===== src/rtl/uart_bram_writer_pkg.sv =====
// Shared definitions for the UART-to-BRAM frame writer: FSM states, frame
// constants and the frame acceptance rule.
package uart_bram_writer_pkg;

  typedef enum logic [2:0] {
    ST_IDLE,
    ST_GET_ADDR,
    ST_GET_DATA,
    ST_GET_CSUM,
    ST_WRITE,
    ST_RESP
  } state_t;

  localparam logic [7:0]  HEADER_BYTE            = 8'h57;
  localparam logic [7:0]  ACK_BYTE_DEFAULT       = 8'h06;
  localparam logic [7:0]  NAK_BYTE_DEFAULT       = 8'h15;
  localparam int unsigned TIMEOUT_CYCLES_DEFAULT = 2700000;

  // Only the low 16 addresses exist, so a frame is accepted only if the
  // checksum matches and the upper address nibble is zero.
  function automatic logic frame_ok(input logic [7:0] addr,
                                    input logic [7:0] data,
                                    input logic [7:0] csum);
    return (csum == (addr ^ data)) && (addr[7:4] == 4'h0);
  endfunction

endpackage


===== src/rtl/uart_bram_writer_interbyte_timer.sv =====
// Inter-byte gap timer: counts idle cycles while a frame is being collected
// and flags expiry once TIMEOUT_CYCLES is reached (saturates, never wraps).
module uart_bram_writer_interbyte_timer #(
  parameter int unsigned TIMEOUT_CYCLES = 2700000
) (
  input  logic clk,
  input  logic rst_n,
  input  logic clear_i,
  input  logic run_i,
  output logic expired_o
);

  localparam int unsigned    CNT_W = (TIMEOUT_CYCLES < 1) ? 1 : $clog2(TIMEOUT_CYCLES + 1);
  localparam logic [CNT_W-1:0] TC  = CNT_W'(TIMEOUT_CYCLES);

  logic [CNT_W-1:0] cnt_q;

  assign expired_o = (cnt_q == TC);

  always_ff @(posedge clk or negedge rst_n) begin
    if (!rst_n) begin
      cnt_q <= '0;
    end else if (clear_i) begin
      cnt_q <= '0;
    end else if (run_i && !expired_o) begin
      cnt_q <= cnt_q + CNT_W'(1);
    end
  end

endmodule


===== src/rtl/uart_bram_writer.sv =====
// Receives 4-byte 'W' frames from a UART, writes one byte into a 16x8 BRAM
// and answers each completed frame with ACK or NAK.
//
// state    | meaning
// IDLE     | waiting for header byte 8'h57
// GET_ADDR | collecting address byte
// GET_DATA | collecting data byte
// GET_CSUM | collecting checksum byte, then judge frame
// WRITE    | single BRAM write cycle
// RESP     | offering ACK/NAK until tx_ready
module uart_bram_writer
  import uart_bram_writer_pkg::*;
#(
  parameter int unsigned TIMEOUT_CYCLES = TIMEOUT_CYCLES_DEFAULT,
  parameter logic [7:0]  ACK_BYTE       = ACK_BYTE_DEFAULT,
  parameter logic [7:0]  NAK_BYTE       = NAK_BYTE_DEFAULT
) (
  input  logic       clk,
  input  logic       rst_n,
  input  logic       rx_valid,
  input  logic [7:0] rx_data,
  input  logic       tx_ready,
  output logic       tx_valid,
  output logic [7:0] tx_data,
  output logic       bram_ce,
  output logic       bram_wre,
  output logic [3:0] bram_ad,
  output logic [7:0] bram_din,
  output logic       busy,
  output logic       overrun
);

  state_t     state_q;
  logic [7:0] addr_q;
  logic [7:0] data_q;
  logic       tx_valid_q;
  logic [7:0] tx_data_q;
  logic       bram_ce_q;
  logic       bram_wre_q;
  logic [3:0] bram_ad_q;
  logic [7:0] bram_din_q;
  logic       overrun_q;

  logic in_get;
  logic timer_clear;
  logic expired;

  assign in_get      = (state_q == ST_GET_ADDR) || (state_q == ST_GET_DATA) ||
                       (state_q == ST_GET_CSUM);
  assign timer_clear = !in_get || rx_valid;

  uart_bram_writer_interbyte_timer #(
    .TIMEOUT_CYCLES(TIMEOUT_CYCLES)
  ) u_timer (
    .clk      (clk),
    .rst_n    (rst_n),
    .clear_i  (timer_clear),
    .run_i    (in_get),
    .expired_o(expired)
  );

  always_ff @(posedge clk or negedge rst_n) begin
    if (!rst_n) begin
      state_q    <= ST_IDLE;
      addr_q     <= '0;
      data_q     <= '0;
      tx_valid_q <= 1'b0;
      tx_data_q  <= '0;
      bram_ce_q  <= 1'b0;
      bram_wre_q <= 1'b0;
      bram_ad_q  <= '0;
      bram_din_q <= '0;
      overrun_q  <= 1'b0;
    end else begin
      bram_ce_q  <= 1'b0;
      bram_wre_q <= 1'b0;
      case (state_q)
        ST_IDLE: begin
          if (rx_valid && (rx_data == HEADER_BYTE)) state_q <= ST_GET_ADDR;
        end
        ST_GET_ADDR: begin
          if (expired) begin
            state_q <= ST_IDLE;
          end else if (rx_valid) begin
            addr_q  <= rx_data;
            state_q <= ST_GET_DATA;
          end
        end
        ST_GET_DATA: begin
          if (expired) begin
            state_q <= ST_IDLE;
          end else if (rx_valid) begin
            data_q  <= rx_data;
            state_q <= ST_GET_CSUM;
          end
        end
        ST_GET_CSUM: begin
          if (expired) begin
            state_q <= ST_IDLE;
          end else if (rx_valid) begin
            if (frame_ok(addr_q, data_q, rx_data)) begin
              bram_ce_q  <= 1'b1;
              bram_wre_q <= 1'b1;
              bram_ad_q  <= addr_q[3:0];
              bram_din_q <= data_q;
              state_q    <= ST_WRITE;
            end else begin
              tx_valid_q <= 1'b1;
              tx_data_q  <= NAK_BYTE;
              state_q    <= ST_RESP;
            end
          end
        end
        ST_WRITE: begin
          if (rx_valid) overrun_q <= 1'b1;
          tx_valid_q <= 1'b1;
          tx_data_q  <= ACK_BYTE;
          state_q    <= ST_RESP;
        end
        ST_RESP: begin
          if (rx_valid) overrun_q <= 1'b1;
          if (tx_ready) begin
            tx_valid_q <= 1'b0;
            state_q    <= ST_IDLE;
          end
        end
        default: state_q <= ST_IDLE;
      endcase
    end
  end

  assign tx_valid = tx_valid_q;
  assign tx_data  = tx_data_q;
  assign bram_ce  = bram_ce_q;
  assign bram_wre = bram_wre_q;
  assign bram_ad  = bram_ad_q;
  assign bram_din = bram_din_q;
  assign busy     = (state_q != ST_IDLE);
  assign overrun  = overrun_q;

endmodule

===== config.mk =====
export PLATFORM = sky130hd
export DESIGN_NAME = uart_bram_writer
export DESIGN_NICKNAME = d
export VERILOG_FILES = /design/src/rtl/uart_bram_writer_pkg.sv /design/src/rtl/uart_bram_writer_interbyte_timer.sv /design/src/rtl/uart_bram_writer.sv
export SDC_FILE = /design/constraint.sdc
export NUM_CORES = 1
export LEC_CHECK = 0
export ABC_AREA = 1
export CAP_MARGIN = 10
export CORE_MARGIN = 3
export CORE_UTILIZATION = 30
export CTS_CLUSTER_SIZE = 20
export DETAILED_ROUTE_END_ITERATION = 6
export PLACE_DENSITY_LB_ADDON = 0.2
export SYNTH_ARGS = -nofsm -noshare
export SYNTH_HDL_FRONTEND = slang
export SYNTH_SLANG_ARGS = --single-unit
export TNS_END_PERCENT = 100

===== constraint.sdc =====
create_clock -name clk -period 1.6 [get_ports clk]
set_input_delay 0.32 -clock clk [delete_from_list [all_inputs] [get_ports clk]]
set_output_delay 0.32 -clock clk [all_outputs]
set_load 0.05 [all_outputs]

## Word-level counts from Yosys, hierarchy flattened

Cells that the tools add are included.

| storage, ports and cells | value |
|---|---|
| register bits | 64 |
| latch bits | 0 |
| memory bits (writable) | 0 |
| memory bits (read-only) | 0 |
| bits of input ports | 12 |
| output and inout port bits | 25 |
| word-level logic and storage cells | 76 |
| memories | 0 |

| operators by class | value |
|---|---|
| add/subtract/negate cells | 1 |
| $mul | 0 |
| div/mod/pow operators | 0 |
| order comparisons | 0 |
| eq/ne operators | 16 |
| shift-type cells | 0 |
| mux-type cells | 25 |
| bitwise logic cells | 2 |
| reduce and logical (&&, ||, !) cells | 22 |

Operators with widths:

| cell | number |
|---|---|
| $mux 22 | 2 |
| $mux 3 | 8 |
| $mux 8 | 3 |
| $add 22x1->22 const B | 1 |
| $eq 22x22->1 const B | 1 |
| $pmux 3 s6 | 1 |
| $pmux 8 s2 | 1 |
| $ne 2x2->1 const B | 5 |
| $reduce_and 5->1 | 2 |
| $mux 1 | 9 |
| $ne 3x2->1 const B | 3 |
| $eq 8x7->1 const B | 1 |
| $eq 8x8->1 | 1 |
| $reduce_and 4->1 | 2 |
| $xor 8x8->8 | 1 |
| $eq 3x2->1 const B | 2 |
| $eq 3x3->1 const B | 2 |
| $reduce_and 3->1 | 2 |
| $reduce_bool 3->1 | 2 |
| $logic_not 4->1 | 1 |
| $reduce_bool 2->1 | 2 |
| $eq 3x1->1 const B | 1 |
| $logic_and 1x1->1 | 3 |
| $logic_not 3->1 | 1 |
| other kinds (6) | 9 |

## Logic depth before layout (Yosys ltp)

Gate-level depths: netlist (run 1).

| logic depth | value |
|---|---|
| word-level depth | 7 |
| gate-level depth with buffers | 14 |
| depth with buffers taken out | 14 |

## By module

Synthesis (run 1) repeated with hierarchy kept, for this count alone.

| unflattened totals | value |
|---|---|
| cells, all modules | 510 |
| area, all modules | 3,608.5 um2 |

Modules (own cells, without submodules):

| module | times used | cells an instance | area an instance (um2) | seq. area each (um2) |
|---|---|---|---|---|
| uart_bram_writer | 1 | 278 | 2,053.2 | 925.9 |
| uart_bram_writer_interbyte_timer | 1 | 232 | 1,555.2 | 550.5 |

## Least setup slack after synthesis (run 1)

OpenSTA, ideal clock, no wires.

| path | value |
|---|---|
| path kind | register to register |
| start | reg u_timer.cnt_q[0] |
| end | reg data_q[5] |
| setup time | 0.122 ns |
| data arrival time | 1.386 ns |
| required time | 1.478 ns |
| slack | 0.092 ns |
| cell stages (with the launch flop) | 12 |
| buffers on the path | 1 |
| period minus slack after synthesis | 1.508 ns |
| cells stage by stage | dfrtp_1 > inv_1 > ha_1 > nand3_1 > nor2_2 > nand2_1 > nand2_1 > inv_2 > nand2_4 > buf_6 > nand2_1 > o21ai_1 |

| on the way | value |
|---|---|
| cells in the longest elaborated chain, start to end | 3 |

Ends and longest elaborated chain:

| item | line | RTL |
|---|---|---|
| start: declaration | uart_bram_writer_interbyte_timer.sv:16 | `logic [CNT_W-1:0] cnt_q;` |
| start signal: assignment | uart_bram_writer_interbyte_timer.sv:26 | `cnt_q <= cnt_q + CNT_W'(1);` |
| $eq 22x22->1 | uart_bram_writer_interbyte_timer.sv:18 | `assign expired_o = (cnt_q == TC);` |
| $not 1->1 (no source line) | n/a |  |
| $reduce_and 3->1 (no source line) | n/a |  |
| end signal: assignment | uart_bram_writer.sv:93 | `data_q <= rx_data;` |
| end: declaration | uart_bram_writer.sv:35 | `logic [7:0] data_q;` |

No other way between the ends.
A chain may end at the register's enable or synchronous reset.

## Worst setup path after layout (run 1)

| path | value |
|---|---|
| start | reg state_q[2] |
| end | out busy |

| on the way | value |
|---|---|
| cells in the longest elaborated chain, start to end | 1 |

Ends and longest elaborated chain:

| item | line | RTL |
|---|---|---|
| start: declaration | uart_bram_writer.sv:33 | `state_t state_q;` |
| start signal: assignment | uart_bram_writer.sv:64 | `state_q <= ST_IDLE;` |
| start signal: assignment | uart_bram_writer.sv:79 | `if (rx_valid && (rx_data == HEADER_BYTE)) state_q <= ST_GET_ADDR;` |
| start signal: assignment | uart_bram_writer.sv:83 | `state_q <= ST_IDLE;` |
| $reduce_bool 3->1 | uart_bram_writer.sv:138 | `assign busy = (state_q != ST_IDLE);` |
| end: declaration | uart_bram_writer.sv:29 | `output logic busy,` |

No other way between the ends.

==> summary.txt, run 1 <==
Pwr
  • Worst VDD drop: a little under 0.0009 V
  • Reg power frac: 0.332
  • Net Sw Frac: 0.388
  • Internal power: approximately 3.8 mW
  • P per Cell Area: 1290 nW/µm²
  • Clock power share: 0.233
  • Leak: 2.41 nW
  • Total net switching power: 2.42 mW
  • Combinational Power Share: 0.435

Logic synthesis
  • Synth Flop Type: dfrtp_1
  • #FFs+latches synth: 59
  • Post-synth ARST share: 1.00
  • Main combinational cell family by area after synthesis: simple AND/OR/NAND/NOR gates
  • Post-synthesis simple-gate area fraction: 0.303
  • Mapped Area: between 3000 and 4000 µm²
  • Ranking of synthesized cells by area: dfrtp_1 (45%), nand2_1 (14%), inv_1 (7.4%)
  • Seq/Total Area, Yosys: 0.452
  • Synth area leader: dfrtp_1
  • XOR/XNOR Fraction of Synth Area: 0.00537
  • Synth unique cells: 35
  • Most used standard cell by instance count after synthesis: nand2_1
  • Post-Synth Adder-Cell Area: 0.00767
  • Syn Area/Cell: roughly 7.6 µm²
  • Synth warn: 0
  • Synth Instances: 430
  • Synth Area in Compound Gates: 0.117
  • Synth top area share: 0.452
  • EDFF count, synth: 0
  • Mux cell area share after synthesis: 0
  • Post-synth top cells: nand2_1 (123), inv_1 (64), dfrtp_1 (59)

Critical path
  • Crit path cell chain: nor2_4 > inv_1 > buf_6
  • Required time worst endpoint: about 1.3 ns
  • Max incr delay on CP: 0.54 ns
  • CP startpoint kind: register
  • Arrival time of the worst setup path: around 1.3 ns
  • Delay-heaviest family, CP: flip-flops
  • Worst Path Buf+Inv: 2
  • Crit Path Class: reg2out
  • CP max-delay cell: dfrtp_1
  • Crit path capture type: output pin
  • Crit path max fanout: 8

Detailed routing
  • Vias/cell: approximately 4.6
  • Post-route ant nets: 0
  • Drt wl/cell: 12.6 µm
  • DRC violations left: 0
  • Final WL: around 8700 µm
  • Via Count: around 3200
  • Iter 0 DRT Violations: approximately 120
  • 1st-pass router iterations: 4

Placement
  • Post-detail-place hpwl: ~5900 µm
  • GP Congestion: 0.858
  • Post-DP Area: 4170 µm²
  • Setup slack at placement: -0.400 ns
  • PortBufs: 32

STA
  • Final Slew Violations: 0
  • Hold Violations, Final: 0
  • Final WS setup: -0.00682 ns
  • Post-layout min period: approximately 1.6 ns
  • Fmax: between 600 and 700 MHz
  • WHS: around 0.42 ns
  • # setup viols final: 1
  • Skew final: roughly 0.0061 ns
  • Ratio of final minimum period to clock period: 1.00
  • RSZ-0062 raised after global routing: true

Floorplanning
  • Core box area: ~10000 µm²
  • Die Width: 110 µm
  • Die Footprint: approximately 12000 µm²
  • Starting Density: 0.312
  • Die height: roughly 110 µm
  • Row count: 37
  • IO Pins: 37

Layout
  • Final core occ: 0.461
  • Nets: ~560
  • Area Growth Syn to Fin: 47.9%
  • N_diodes: 0
  • Number of fill cells: between 1000 and 1500
  • Layout cells sized above 1: 0.386
  • Post-route cell area: 4830 µm²
  • Register area: 1480 µm²
  • Area taken by multi-input logic gates: 1730 µm²

Clocking
  • Maximum clock path buffer count: 2
  • Worst-skew pair later-pin latency: 0.34 ns
  • Clock sinks: slightly below 60
  • Root Driver: clkbuf_8
  • CTS tree: done
  • Max H-tree Level: 3
  • Cts bufs inserted: 9
  • Clock transition at path regs: ~0.070 ns

Global route
  • First-pass GRT wire length: 13900 µm
  • Pin count of the biggest net entering global routing: 60
  • Vias in the first global route: around 3100
  • GRT Overall Usage: 0.146
  • Antenna violations before repair: 0
  • Grt ovf: 0

Run
  • Number of max-cap violations: 0

Run status
  • Failing checks: negative setup slack
  • Run status: finished with violations

Hold path
  • Min-delay worst type: in2reg
final cells by class:
class	count	area share
tap	136	0.0353
clock inverter	4	0.00985
timing repair buffer	114	0.199
multi-input combinational	296	0.359
inverter	70	0.0570
clock buffer	12	0.0342
sequential	59	0.306
sequential cells by signal, summed over array words and instances, names as in the netlist:
| register | flops |
|---|---|
| bram_din | 8 |
| tx_valid | 1 |
| data_q | 8 |
| tx_data | 3 |
| u_timer.cnt_q | 22 |
| bram_ad | 4 |
| bram_wre | 1 |
| state_q | 3 |
| overrun | 1 |
| addr_q | 8 |
worst register-to-register path: cells and delay by family (launching register included):
kind | cells | cell delay [ns]
simple gates | 5 | 0.90
flops | 1 | 0.37
compound gates | 1 | 0.13
buf+inv | 1 | 0.12
power groups by stage:
stage          Clock [mW]  Combinational, mW  Sequential (mW)
2_1_floorplan           0               1.21             2.17
3_3_place_gp            0               2.17             2.07
3_5_place_dp            0               2.19             2.08
4_1_cts              1.50               2.33             2.05
5_1_grt              1.56               3.04             2.11
6_report             1.46               2.72             2.08
what timing repair did:
action | in CTS | in global routing
endpoints found under the hold margin | 48 | 0
buffers inserted | 3 | 11
pin swaps | 8 | 24
cloned | 0 | 4
hold buffers | 1 | 0
resized for setup | 19 | 76
endpoints found under the setup margin | 24 | 52
layout by cell type, fill, tap and decap left out, drive strengths merged, types with 2 or more instances in the layout:
master and instances:
nor2 34, inv 69, nand3 28, buf 103, a211oi 2, a21oi 15
nand3b 2, nor3 9, conb 4, dfrtp 59, xnor2 2, dlymetal6s2s 3
clkdlybuf4s50 7, ha 2, o21ai 44, nand4 11, nor4 5, clkinv 3
nand2 131, clkbuf 12
path summary, 6_finish.rpt:
| path | start | to | slack [ns] | cells after the start |
|---|---|---|---|---|
| worst max-delay path | state_q[2] | busy | -0.007 | 3 |
| worst min-delay path | rx_data[4] | addr_q[4] | 0.42 | 4 |
| worst max register to register | u_timer.cnt_q[4] | u_timer.cnt_q[20] | 0.01 | 7 |
| worst min register to register | tx_data[2] | tx_data[2] | 0.46 | 2 |
| max in group asynchronous | rst_n | u_timer.cnt_q[2] | 0.80 | 3 |
| min in group asynchronous | rst_n | bram_wre | 0.51 | 3 |
through the flow:
stage / total power [mW] / std cells / TNS [ns]
detailed placement: 4.27 / 656 / -7.92
finish: 6.25 / 691 / -0.00682
global route: 6.71 / 691 / -2.11
global placement: 4.25 / 656 / -7.41
floorplan: 3.38 / 433 / 0
CTS: 5.88 / 676 / -0.0469
metal layers:
metal / track usage / wire, µm / vias up
met1: 0.188 / 4030 / 1525
met5: 0 / 0 / -
met4: 0.0343 / 72 / 0
met2: 0.241 / 4190 / 56
met3: 0.0437 / 428 / 8
li1: - / - / 1612
cell families after synthesis:
family	count (synthesis)
XOR/XNOR	2
buffers and inverters	82
AND/OR/NAND/NOR	218
AO/OA/AOI/OAI	66
flip-flops	59
other	1
adder cells (fa/ha/maj)	2
Power figures use the tool's default switching activity.
==> run 2: changes to the inputs <==
--- a/config.mk
+++ b/config.mk
@@ -7,8 +7,10 @@
 export LEC_CHECK = 0
 export ABC_AREA = 1
 export CAP_MARGIN = 10
+export CORE_ASPECT_RATIO = 0.7
 export CORE_MARGIN = 3
 export CORE_UTILIZATION = 30
+export CTS_BUF_LIST = sky130_fd_sc_hd__clkbuf_8
 export CTS_CLUSTER_SIZE = 20
 export DETAILED_ROUTE_END_ITERATION = 6
 export PLACE_DENSITY_LB_ADDON = 0.2
==> summary.txt, run 2 (synthesis results as in run 1) <==
Global route
  • Pin count of the biggest net entering global routing: 27 (-55%)
  • Vias in the first global route: 2895 (-6.1%)
  • First-pass GRT wire length: 14600 µm (+4.5%)
  • Antenna violations before repair: 0 (unchanged)
  • Grt ovf: 0 (unchanged)
  • GRT Overall Usage: 0.155 (+0.00915)

Critical path
  • R2r endpoint: data_q[5]
  • RR Startpoint: u_timer.cnt_q[0]
  • CP startpoint: u_timer.cnt_q[0]
  • Required time worst endpoint: 1.87 ns (+0.59 ns)
  • Arrival time of the worst setup path: 1.95 ns (+0.66 ns)
  • Crit path capture type: register
  • End point of the critical path: data_q[5]
  • Crit Path Class: reg2reg
  • Crit path max fanout: 16 (+8)
  • CP startpoint kind: register
  • R2R Setup Slk: -0.08 ns (-0.09 ns)
  • R2R depth: 10 (+3)

Detailed routing
  • Drt wl/cell: 14.0 µm (+11%)
  • Post-route ant nets: 0 (unchanged)
  • Iter 0 DRT Violations: 250 (+100%)
  • Detail Route met2 WL: 3970 µm (-5.1%)
  • Via Count: 3221 (+0.62%)
  • Final WL: 9680 µm (+11%)
  • Vias/cell: 4.66 (+0.62%)
  • Met3 wire length: 523 µm (+22%)
  • 1st-pass router iterations: 4 (unchanged)
  • DRT met1 WL: 5110 µm (+27%)
  • DRC violations left: 0 (unchanged)
  • Top Metal Used: met4

Placement
  • Post-DP Area: 4170 µm² (+0.12%)
  • Post-detail-place hpwl: 6720 µm (+13%)
  • GP Congestion: 0.944 (+10%)
  • PortBufs: 32 (unchanged)

Hold path
  • Min-delay worst type: in2async

Layout
  • Largest register FFs: 22 (unchanged)
  • Commonest cells after routing, fill and taps aside: buf_4 (91), nand2_1 (90), dfrtp_1 (52)
  • Final core occ: 0.486 (+0.0243)
  • N_diodes: 0 (unchanged)
  • Top reg by flops: u_timer.cnt_q
  • Area taken by multi-input logic gates: 1870 µm² (+8.2%)
  • Nets: 568 (+0.71%)
  • Number of fill cells: 988 (-6.4%)
  • Layout cells sized above 1: 0.445 (+0.0599)
  • Area Growth Syn to Fin: 55.9%
  • Most common cell after layout, fill and taps aside: buf_4
  • Register area: 1490 µm² (+0.42%)
  • Post-route cell area: 5090 µm² (+5.4%)

Floorplanning
  • Starting Density: 0.312 (about the same)
  • Die Width: 131 µm (+18%)
  • IO Pins: 37 (unchanged)
  • Core box area: 10500 µm² (about the same)
  • Die Footprint: 12200 µm² (+0.16%)
  • Row count: 31 (-16%)
  • Die height: 93.3 µm (-15%)

STA
  • Post-layout min period: 1.68 ns (+0.0717 ns)
  • Fmax: 596 MHz (-4.3%)
  • WHS: 0.370 ns (-0.0518 ns)
  • Final Slew Violations: 0 (unchanged)
  • RSZ-0062 raised after global routing: true
  • Final WS setup: -0.0785 ns (-0.0717 ns)
  • Ratio of final minimum period to clock period: 1.05 (+0.0448)
  • Hold Violations, Final: 0 (unchanged)
  • # setup viols final: 12 (+11)
  • Skew final: 0.00986 ns (+0.00381 ns)
  • Post-route setup TNS: -0.385 ns (-0.378 ns)

Clocking
  • Root Driver: clkbuf_8
  • Max H-tree Level: 3 (unchanged)
  • Worst-skew pair later-pin latency: 0.36 ns (+0.02 ns)
  • Clock sinks: 59 (unchanged)
  • Clock transition at path regs: 0.07 ns (about the same)
  • CTS tree: done
  • Cts bufs inserted: 9 (unchanged)
  • Maximum clock path buffer count: 2 (unchanged)

Pwr
  • Net Sw Frac: 0.394 (+0.00591)
  • Leak: 2.49 nW (+3.1%)
  • Clock power share: 0.239 (+0.006)
  • Internal power: 4.02 mW (+5.1%)
  • P per Cell Area: 1300 nW/µm² (+0.68%)
  • Reg power frac: 0.314 (-0.018)
  • Combinational Power Share: 0.447 (+0.012)
  • Total net switching power: 2.61 mW (+7.7%)
  • Worst VDD drop: 0.000727 V (-19%)

Run status
  • Run status: finished with violations
  • Failing checks: negative setup slack

Run
  • Number of max-cap violations: 0 (unchanged)
==> run 2: cell types whose count changed in the layout (fill, tap and decap cells not counted), sizes merged <==
cell,change
buf,+3
bufinv,+1
clkbuf,-1
inv,+1
==> run 2: critical path, cell delays in order, from the launching register on <==
cell and delay, ns:
dfrtp_2 0.44, inv_2 0.09, ha_4 0.15, nand3_2 0.09, nor2_4 0.15, nand2_2 0.09, nand2_4 0.15, clkinv_8 0.11
nand2_8 0.14, nand2_1 0.08, o21ai_1 0.09
==> run 2: per-stage QoR <==
step / power, mW / instances / worst slack [ns]
floorplan: 3.38 / 433 / 0.0924
global placement: 4.38 / 650 / -0.378
detailed placement: 4.40 / 650 / -0.410
CTS: 6.11 / 671 / -0.0382
global route: 7.07 / 691 / -0.162
finish: 6.63 / 691 / -0.0785
==> run 2: layer usage <==
metal	global-route usage	vias to the layer above
met1	0.242	1514
met3	0.0445	10
met4	0.0471	0
met5	0	-
li1	-	1628
met2	0.202	69
==> run 2: area by class of cell <==
| type | instances | area share |
|---|---|---|
| sequential | 59 | 0.292 |
| tap | 132 | 0.0325 |
| timing repair inverter | 1 | 0.00221 |
| timing repair buffer | 117 | 0.205 |
| clock buffer | 11 | 0.0298 |
| clock inverter | 5 | 0.0150 |
| inverter | 70 | 0.0551 |
| multi-input combinational | 296 | 0.369 |
==> run 2: timing repair <==
item / 4_1_cts / 5_1_grt
hold buffers: 1 / 0
pin swaps: 12 / 28
resized for setup: 23 / 117
cloned: 0 / 5
setup endpoints to repair: 24 / 50
buffers inserted: 5 / 15
endpoints found under the hold margin: 8 / 0
==> run 2: worst min path at each step <==
stage / cells past startpoint / endpoint
2_1_floorplan: 0 / addr_q[0]
3_3_place_gp: 1 / bram_din[5]
3_5_place_dp: 1 / bram_din[5]
4_1_cts: 2 / bram_din[4]
5_1_grt: 2 / bram_din[4]
6_report: 2 / bram_din[4]
==> run 2: power groups by stage <==
| stage | sequential [mW] | clock, mW | combinational, mW |
|---|---|---|---|
| floorplan | 2.17 | 0 | 1.21 |
| global placement | 2.05 | 0 | 2.33 |
| detailed placement | 2.06 | 0 | 2.34 |
| CTS | 2.04 | 1.62 | 2.45 |
| global route | 2.12 | 1.69 | 3.26 |
| finish | 2.08 | 1.59 | 2.97 |
